===== src/rtl/synth_pkg.sv =====
// Shared synth definitions: envelope state encoding and audio constants.
package synth_pkg;
  typedef enum logic [2:0] {IDLE, ATTACK, DECAY, SUSTAIN, RELEASE} env_state_t;

  localparam logic [11:0] AUDIO_MID = 12'd2048;
  localparam logic [7:0]  ENV_MAX   = 8'd255;
endpackage


===== src/rtl/adsr_envelope_if.sv =====
// Channel-side envelope signals: gate and oscillator sample in, scaled sample and level out.
interface adsr_envelope_if;
  logic        gate;
  logic [11:0] sample_in;
  logic [11:0] sample_out;
  logic [7:0]  level;
  logic        active;

  modport master (output gate, sample_in, input sample_out, level, active);
  modport slave  (input gate, sample_in, output sample_out, level, active);
endinterface


===== src/rtl/env_tick_gen.sv =====
// Free-running rate divider: one-cycle tick every DIVIDE+1 clocks.
module env_tick_gen #(
  parameter int DIVIDE = 11999
) (
  input  logic clk,
  input  logic rst,
  output logic tick
);
  localparam int W = (DIVIDE > 0) ? $clog2(DIVIDE + 1) : 1;

  logic [W-1:0] count_q, count_d;

  assign tick = (count_q == W'(DIVIDE));

  always_comb begin
    count_d = tick ? '0 : count_q + W'(1);
  end

  always_ff @(posedge clk) begin
    if (rst) count_q <= '0;
    else     count_q <= count_d;
  end
endmodule


===== src/rtl/adsr_envelope.sv =====
// Per-channel ADSR envelope: gate-driven level FSM and sample scaler about the audio midpoint.
module adsr_envelope
  import synth_pkg::*;
#(
  parameter int TICK_DIVIDE   = 11999,
  parameter int ATTACK_STEP   = 8,
  parameter int DECAY_STEP    = 2,
  parameter int SUSTAIN_LEVEL = 160,
  parameter int RELEASE_STEP  = 4
) (
  input logic            clk,
  input logic            rst,
  adsr_envelope_if.slave env
);
  localparam logic [8:0] ATK9 = 9'(ATTACK_STEP);
  localparam logic [8:0] DEC9 = 9'(DECAY_STEP);
  localparam logic [8:0] REL9 = 9'(RELEASE_STEP);
  localparam logic [7:0] SUS8 = 8'(SUSTAIN_LEVEL);

  env_state_t state_q, state_d;
  logic [7:0]  level_q, level_d;
  logic        active_q, gate_q;
  logic [11:0] sample_out_q;
  logic        tick, rise, fall;
  logic [8:0]  sum, dec, rel;

  env_tick_gen #(.DIVIDE(TICK_DIVIDE)) u_tick (
    .clk  (clk),
    .rst  (rst),
    .tick (tick)
  );

  assign rise = env.gate & ~gate_q;
  assign fall = ~env.gate & (state_q inside {ATTACK, DECAY, SUSTAIN});

  always_comb begin
    state_d = state_q;
    level_d = level_q;
    sum     = {1'b0, level_q} + ATK9;
    dec     = {1'b0, level_q} - DEC9;
    rel     = {1'b0, level_q} - REL9;
    // Edges take priority over the tick; a retrigger keeps the current level.
    if (rise) begin
      state_d = ATTACK;
    end else if (fall) begin
      state_d = RELEASE;
    end else if (tick) begin
      unique case (state_q)
        ATTACK: begin
          if (sum >= 9'd255) begin
            level_d = ENV_MAX;
            state_d = DECAY;
          end else begin
            level_d = sum[7:0];
          end
        end
        DECAY: begin
          if (dec[8] || (dec <= {1'b0, SUS8})) begin
            level_d = SUS8;
            state_d = SUSTAIN;
          end else begin
            level_d = dec[7:0];
          end
        end
        RELEASE: begin
          if (rel[8] || (rel == 9'd0)) begin
            level_d = '0;
            state_d = IDLE;
          end else begin
            level_d = rel[7:0];
          end
        end
        default: ;
      endcase
    end
  end

  logic signed [12:0] diff;
  logic signed [8:0]  lvl_s;
  logic signed [21:0] prod, out_full;

  always_comb begin
    diff     = $signed({1'b0, env.sample_in}) - 13'sd2048;
    lvl_s    = $signed({1'b0, level_q});
    prod     = 22'(diff) * 22'(lvl_s);
    out_full = 22'sd2048 + (prod >>> 8);
  end

  always_ff @(posedge clk) begin
    if (rst) begin
      state_q      <= IDLE;
      level_q      <= '0;
      active_q     <= 1'b0;
      gate_q       <= 1'b0;
      sample_out_q <= AUDIO_MID;
    end else begin
      state_q      <= state_d;
      level_q      <= level_d;
      active_q     <= (state_d != IDLE);
      gate_q       <= env.gate;
      sample_out_q <= out_full[11:0];
    end
  end

  // |d*level/256| never exceeds 2048, so the midpoint offset cannot leave 12 bits.
  a_out_range: assert property (@(posedge clk) disable iff (rst)
    (out_full >= 22'sd0) && (out_full <= 22'sd4095));

  assign env.level      = level_q;
  assign env.active     = active_q;
  assign env.sample_out = sample_out_q;
endmodule


===== src/flat_wrapper.sv =====
// flat-port wrapper written by rule: the top's interface ports become plain ports
module adsr_envelope_flat import synth_pkg::*;
#(
  parameter int TICK_DIVIDE   = 11999,
  parameter int ATTACK_STEP   = 8,
  parameter int DECAY_STEP    = 2,
  parameter int SUSTAIN_LEVEL = 160,
  parameter int RELEASE_STEP  = 4
)
  (clk, rst, env_gate, env_sample_in, env_sample_out, env_level, env_active);
  adsr_envelope_if env_i ();
  input logic clk;
  input logic rst;
  input wire logic [$bits(env_i.gate)-1:0] env_gate;
  input wire logic [$bits(env_i.sample_in)-1:0] env_sample_in;
  output wire logic [$bits(env_i.sample_out)-1:0] env_sample_out;
  output wire logic [$bits(env_i.level)-1:0] env_level;
  output wire logic [$bits(env_i.active)-1:0] env_active;
  assign env_i.gate = env_gate;
  assign env_i.sample_in = env_sample_in;
  assign env_sample_out = env_i.sample_out;
  assign env_level = env_i.level;
  assign env_active = env_i.active;
  adsr_envelope #(.TICK_DIVIDE(TICK_DIVIDE), .ATTACK_STEP(ATTACK_STEP), .DECAY_STEP(DECAY_STEP), .SUSTAIN_LEVEL(SUSTAIN_LEVEL), .RELEASE_STEP(RELEASE_STEP)) u_core (.clk(clk), .rst(rst), .env(env_i));
endmodule

===== config.mk =====
export PLATFORM = sky130hd
export DESIGN_NAME = adsr_envelope_flat
export DESIGN_NICKNAME = d
export VERILOG_FILES = /design/src/rtl/synth_pkg.sv /design/src/rtl/adsr_envelope_if.sv /design/src/rtl/env_tick_gen.sv /design/src/rtl/adsr_envelope.sv /design/src/flat_wrapper.sv
export SDC_FILE = /design/constraint.sdc
export NUM_CORES = 1
export LEC_CHECK = 0
export CAP_MARGIN = 20
export CORE_MARGIN = 8
export CORE_UTILIZATION = 30
export CTS_BUF_LIST = sky130_fd_sc_hd__clkbuf_4
export CTS_CLUSTER_SIZE = 30
export DETAILED_ROUTE_END_ITERATION = 7
export PLACE_DENSITY_LB_ADDON = 0.25
export SLEW_MARGIN = 0
export SYNTH_ARGS = -nofsm -noshare
export SYNTH_HDL_FRONTEND = slang
export SYNTH_SLANG_ARGS = --single-unit
export TNS_END_PERCENT = 10

===== constraint.sdc =====
create_clock -name clk -period 6.5 [get_ports clk]
set_input_delay 1.625 -clock clk [delete_from_list [all_inputs] [get_ports clk]]
set_output_delay 1.625 -clock clk [all_outputs]
set_load 0.1 [all_outputs]

### Word level (Yosys, flattened, before mapping)

Cells that the tools add are included.

| storage, ports and cells | value |
|---|---|
| register bits | 39 |
| output and inout bits | 21 |
| input bits | 15 |

| cells by class | value |
|---|---|
| bitwise gates (word level) | 6 |
| $mul | 1 |
| reduce and logical (&&, ||, !) cells | 8 |
| mux-type cells | 11 |
| add/sub/neg operators | 6 |
| magnitude comparators | 2 |
| equal/unequal tests | 5 |

Operator list:

| cell | number |
|---|---|
| 2-to-1 mux 8 bit | 3 |
| one-hot mux 8 bit (3 select lines) | 1 |
| multiplier 13 x 9 -> 20 bit | 1 |
| 2-to-1 mux 3 bit | 6 |
| adder 14 x 1 -> 14 bit, second input constant | 1 |
| equality test 14 bit, second input constant | 1 |
| subtractor 12 x 12 -> 13 bit, second input constant | 1 |
| adder 12 bit, first input constant | 1 |
| adder 8 x 4 -> 9 bit, second input constant | 1 |
| >= comparator 9 x 8 -> 1 bit, second input constant | 1 |
| <= comparator 9 x 8 -> 1 bit, second input constant | 1 |
| logical NOT 9 bit | 1 |
| one-hot mux 3 bit (3 select lines) | 1 |
| nonzero test 3 bit | 3 |
| subtractor 8 x 2 -> 9 bit, second input constant | 1 |
| subtractor 8 x 3 -> 9 bit, second input constant | 1 |
| equality test 3 x 2 -> 1 bit, second input constant | 2 |
| inverter 1 bit | 4 |
| AND reduction 4 bit | 1 |
| equality test 3 x 1 -> 1 bit, second input constant | 1 |
| equality test 3 bit, second input constant | 1 |
| AND 1 bit | 2 |
| logical OR 1 bit | 2 |
| OR reduction 2 bit | 1 |

### Depth between registers and ports, before layout

Gate-level depths: netlist of the first run.

| logic depth | value |
|---|---|
| word-level depth | 9 |
| mapped depth | 18 |

### Hierarchy

Synthesis of the first run repeated with hierarchy kept, for this count alone.

| second synthesis, totals | value |
|---|---|
| cell total of the unflattened synthesis | 658 |
| area total of the unflattened synthesis | 5664.2 sq um |

Modules (own cells, without submodules):

| module | cells an instance | area each (sq um) | instances | sequential area each (sq um) |
|---|---|---|---|---|
| adsr_envelope | 589 | 4944.7 | 1 | 500.5 |
| env_tick_gen | 69 | 719.4 | 1 | 280.3 |

### Worst setup path before layout of the first run

No wires, ideal clock.

| timing | value |
|---|---|
| path type | register to register |
| from | register u_core.level_q[5] (netlist: u_core.env.level[5]) |
| to | register u_core.sample_out_q[7] (netlist: u_core.env.sample_out[7]) |
| setup slack | 0.619 ns |
| arrival | 5.749 ns |
| library setup time | 0.132 ns |
| required time | 6.368 ns |
| period minus slack after synthesis | 5.881 ns |
| stages on the path, launching flop included | 19 |
| cell sequence | dfxtp_1 buf_2 clkbuf_1 clkbuf_1 nand2_1 fa_1 inv_1 fa_1 fa_1 inv_1 fa_1 inv_1 ha_1 and2_1 a2111o_1 or3_1 o221ai_1 o211a_1 nor3_1 |

| between the ends | value |
|---|---|
| cells in the longest elaborated chain, start to end | 2 |

RTL lines:

| item | line | text |
|---|---|---|
| from (decl) | adsr_envelope.sv:21 | `logic [7:0] level_q, level_d;` |
| from (signal assigned) | adsr_envelope.sv:98 | `level_q <= level_d;` |
| multiplier 13 x 9 -> 20 bit | adsr_envelope.sv:85 | `prod = 22'(diff) * 22'(lvl_s);` |
| adder 12 bit | adsr_envelope.sv:86 | `out_full = 22'sd2048 + (prod >>> 8);` |
| to (signal assigned) | adsr_envelope.sv:101 | `sample_out_q <= out_full[11:0];` |
| to (decl) | adsr_envelope.sv:23 | `logic [11:0] sample_out_q;` |

Every way passes these cells.
A chain may end at the register's enable or synchronous reset.

### Worst setup path in the final report of the first run

| timing | value |
|---|---|
| from | input env_sample_in[11] |
| to | register u_core.sample_out_q[11] (netlist: u_core.env.sample_out[11]) |

| between the ends | value |
|---|---|
| cells in the longest elaborated chain, start to end | 3 |

RTL lines:

| item | line | text |
|---|---|---|
| from (decl) | flat_wrapper.sv:15 | `input wire logic [$bits(env_i.sample_in)-1:0] env_sample_in;` |
| subtractor 12 x 12 -> 13 bit | adsr_envelope.sv:83 | `diff = $signed({1'b0, env.sample_in}) - 13'sd2048;` |
| multiplier 13 x 9 -> 20 bit | adsr_envelope.sv:85 |  |
| adder 12 bit | adsr_envelope.sv:86 |  |

Every way passes these cells.

==> impl_metrics.tcl, run 1 <==
set metrics [dict create \
    worst-r2r-setup-slack_ns 1.43 \
    area_growth_syn_to_layout_pct 14.5 \
    vias 4375 \
    final_nets 805 \
    whs_path_depth 1 \
    synth_edf_count 0 \
    fillers 1794 \
    grt_pass1_vias 4741 \
    crit_path_end_kind "register" \
    powerDensity_nw_per_um2 68.3 \
    instances_no_fill 901 \
    drt_drc_violations_left 0 \
    min_period_over_period 0.940 \
    min_path_type "register to register" \
    finalSetupTns_ns 0 \
    worstPathMaxFanout 5 \
    arrival_ns 6.36 \
    grt_pass1_wl_um 22800 \
    cts.htree.levels 2 \
    worst_setup_path_start_kind "primary input" \
    async_reset_ff_frac 0 \
    num_rows 49 \
    syn_inst 628 \
    syn_area_sq_um 5350 \
    drtIter0Drc 233 \
    die_h_um 150 \
    track_usage 0.124 \
    multi_input_area_sq_um 4030 \
    post_drt_wl_per_cell_um 14.4 \
    place.gp.congestion 0.841 \
    cts-root-buf "clkbuf_4" \
    dp_hpwl_um 10500 \
    initial_core_util 0.302 \
    criticalPathCategory "primary input to register" \
    fmax_mhz 164 \
    rsz0062_at_grt "no" \
    synth-warning-count 0 \
    synth_top_area_cell "fa_1" \
    post_cts_buffers 0 \
    core_sq_um 17700 \
    fin_skew_ns 0.0149 \
    synth_flop_cell "dfxtp_1" \
    dp_cells 893 \
    vias_per_cell 4.86 \
    synth_cell_type_count 67 \
    vdd_drop_max_uv 59.5 \
    ctsResizeCount 0 \
    port_buffers 35 \
    yosysTopAreaCellShare 0.280 \
    drt-total-wl_um 13000 \
    maxCapViolCount 0 \
    cts_tree "yes" \
    p_leak_nw 2.84 \
    slew_viol_final 0 \
    cts_made_buffers 5 \
    firstDrtPassIters 5 \
    max-slew-margin-rel 0.340 \
    tightest_slew_ns 0.988 \
    grt_overflow 0 \
    insertion_delay_ns 0.35 \
    cp.required_ns 6.75 \
    cts.sinks 39 \
    synth.area.top_cells "fa_1 (28%), dfxtp_1 (15%), ha_1 (10%)" \
    status "complete, no violations" \
    syn-mean-instance-area_sq_um 8.53 \
    drive_above_1_share 0.0670 \
    yosysSeqAreaShare 0.146 \
    setup_viol 0 \
    clk_path_buf_depth 2 \
    syn_nets 762 \
    ys_ff_latch 39 \
    grt_max_degree 38 \
    layout_min_cycle_time_ns 6.11 \
    cts.clk_slew.worst_paths_ns 0.12 \
    io_pins 36 \
    antenna_found_initial 0 \
    die_w_um 150 \
    dieArea_sq_um 22400 \
    rr_worst_depth 16 \
    hold_viol 0 \
    diodes 0 \
    holdBufCountCts 0 \
    ant_nets 0 \
    regArea_sq_um 781 \
]
-- layout make-up --
type	count	area share
clock buffer	6	0.00735
clock inverter	2	0.00204
inverter	119	0.0729
multi-input combinational	447	0.657
sequential	39	0.127
tap	229	0.0467
timing repair buffer	59	0.0865
-- through the flow --
stage | util | hold slack, ns | worst slack [ns] | cell area (sq um) | power (mW)
5_1_grt | 0.346 | 0.494 | 0.148 | 6130 | 0.441
3_3_place_gp | 0.343 | 0.446 | 0.0265 | 6070 | 0.291
6_report | 0.346 | 0.473 | 0.387 | 6130 | 0.419
4_1_cts | 0.346 | 0.480 | 0.369 | 6130 | 0.423
2_1_floorplan | - | 0.426 | 0.619 | 5350 | 0.266
3_5_place_dp | 0.343 | 0.451 | 0.0266 | 6070 | 0.291
-- layout by cell type, fill, tap and decap left out, types with 7 or more instances in the layout --
cell	netlist	final
a21oi_1	9	9
and2_1	37	37
buf_4	0	24
clkdlybuf4s50_1	0	35
dfxtp_1	39	39
fa_1	75	75
ha_1	44	44
inv_1	119	119
nand2_1	62	62
nand2b_1	13	13
nand3_1	11	11
nand4_1	7	7
nor2_1	43	43
nor3_1	12	12
o21ai_0	12	12
xnor2_1	17	17
xor2_1	10	10
-- layer usage --
metal,vias up,part of all wire,global-route usage
met3,20,0.045,0.0203
met4,0,0.021,0.0348
li1,2094,-,-
met1,2164,0.45,0.158
met5,-,0,0
met2,97,0.48,0.213
-- cells in the mapped netlist (all sizes together) (9+ instances only) --
| cell type | count |
|---|---|
| nand2 | 62 |
| ha | 44 |
| xnor2 | 17 |
| nor2 | 43 |
| xor2 | 10 |
| nand2b | 13 |
| a21oi | 9 |
| nor3 | 12 |
| o21ai | 13 |
| nand3 | 11 |
| inv | 119 |
| and2 | 38 |
| clkbuf | 16 |
| fa | 75 |
| dfxtp | 39 |
-- power breakdown --
group / total [mW] / switching [mW] / internal, mW
logic: 0.0413 / 0.0244 / 0.0170
clock network: 0.132 / 0.0864 / 0.0460
registers: 0.245 / 0.00284 / 0.242
total: 0.419 / 0.114 / 0.305
-- logic make-up (layout without fill, tap and decap cells) --
logic type | count (synthesis) | after routing | synth area share
and+or+nand+nor | 227 | 227 | 0.219
buffers and inverters | 142 | 186 | 0.102
muxes | 3 | 3 | 0.00584
DFF | 39 | 39 | 0.146
AOI/OAI and AO/OA | 71 | 71 | 0.0996
adders and majority gates | 119 | 119 | 0.383
xor gates and xnor gates | 27 | 27 | 0.0442
-- critical path: stages --
cell and delay (ns):
clkdlybuf4s50_1 0.51, nand2b_1 0.23, fa_1 0.57, inv_1 0.06, fa_1 0.47, fa_1 0.49, inv_1 0.05, fa_1 0.52
inv_1 0.04, ha_1 0.29, and2_1 0.18, a2111o_1 0.36, o311ai_0 0.49, buf_4 0.21, mux2i_1 0.18, nor2_1 0.07
-- registers in the layout, indices dropped and copies added, names as in the netlist --
register / count
u_core.env.level: 8
u_core.env.active: 1
u_core.env.sample_out: 12
u_core.u_tick.count_q: 14
u_core.state_q: 3
u_core.gate_q: 1
-- final timing paths --
check / from / endpoint
worst max-delay path: env_sample_in[11] / u_core.env.sample_out[11]
worst min-delay path: u_core.u_tick.count_q[0] / u_core.u_tick.count_q[0]
worst max register to register: u_core.env.level[5] / u_core.env.sample_out[11]
worst min register to register: u_core.u_tick.count_q[0] / u_core.u_tick.count_q[0]
Note: power is estimated with default switching activity, not from simulation.
==> run 2: changes to the inputs <==
Settings changed: SLEW_MARGIN 0 to 30.
==> results of run 2 <==
Same layout as run 1: the final DEF is identical, and so are final timing and power.
==> run 3: changes to the inputs <==
Settings changed: TNS_END_PERCENT 10 to 1.
==> results of run 3 <==
Same layout as run 1: the final DEF is identical, and so are final timing and power.
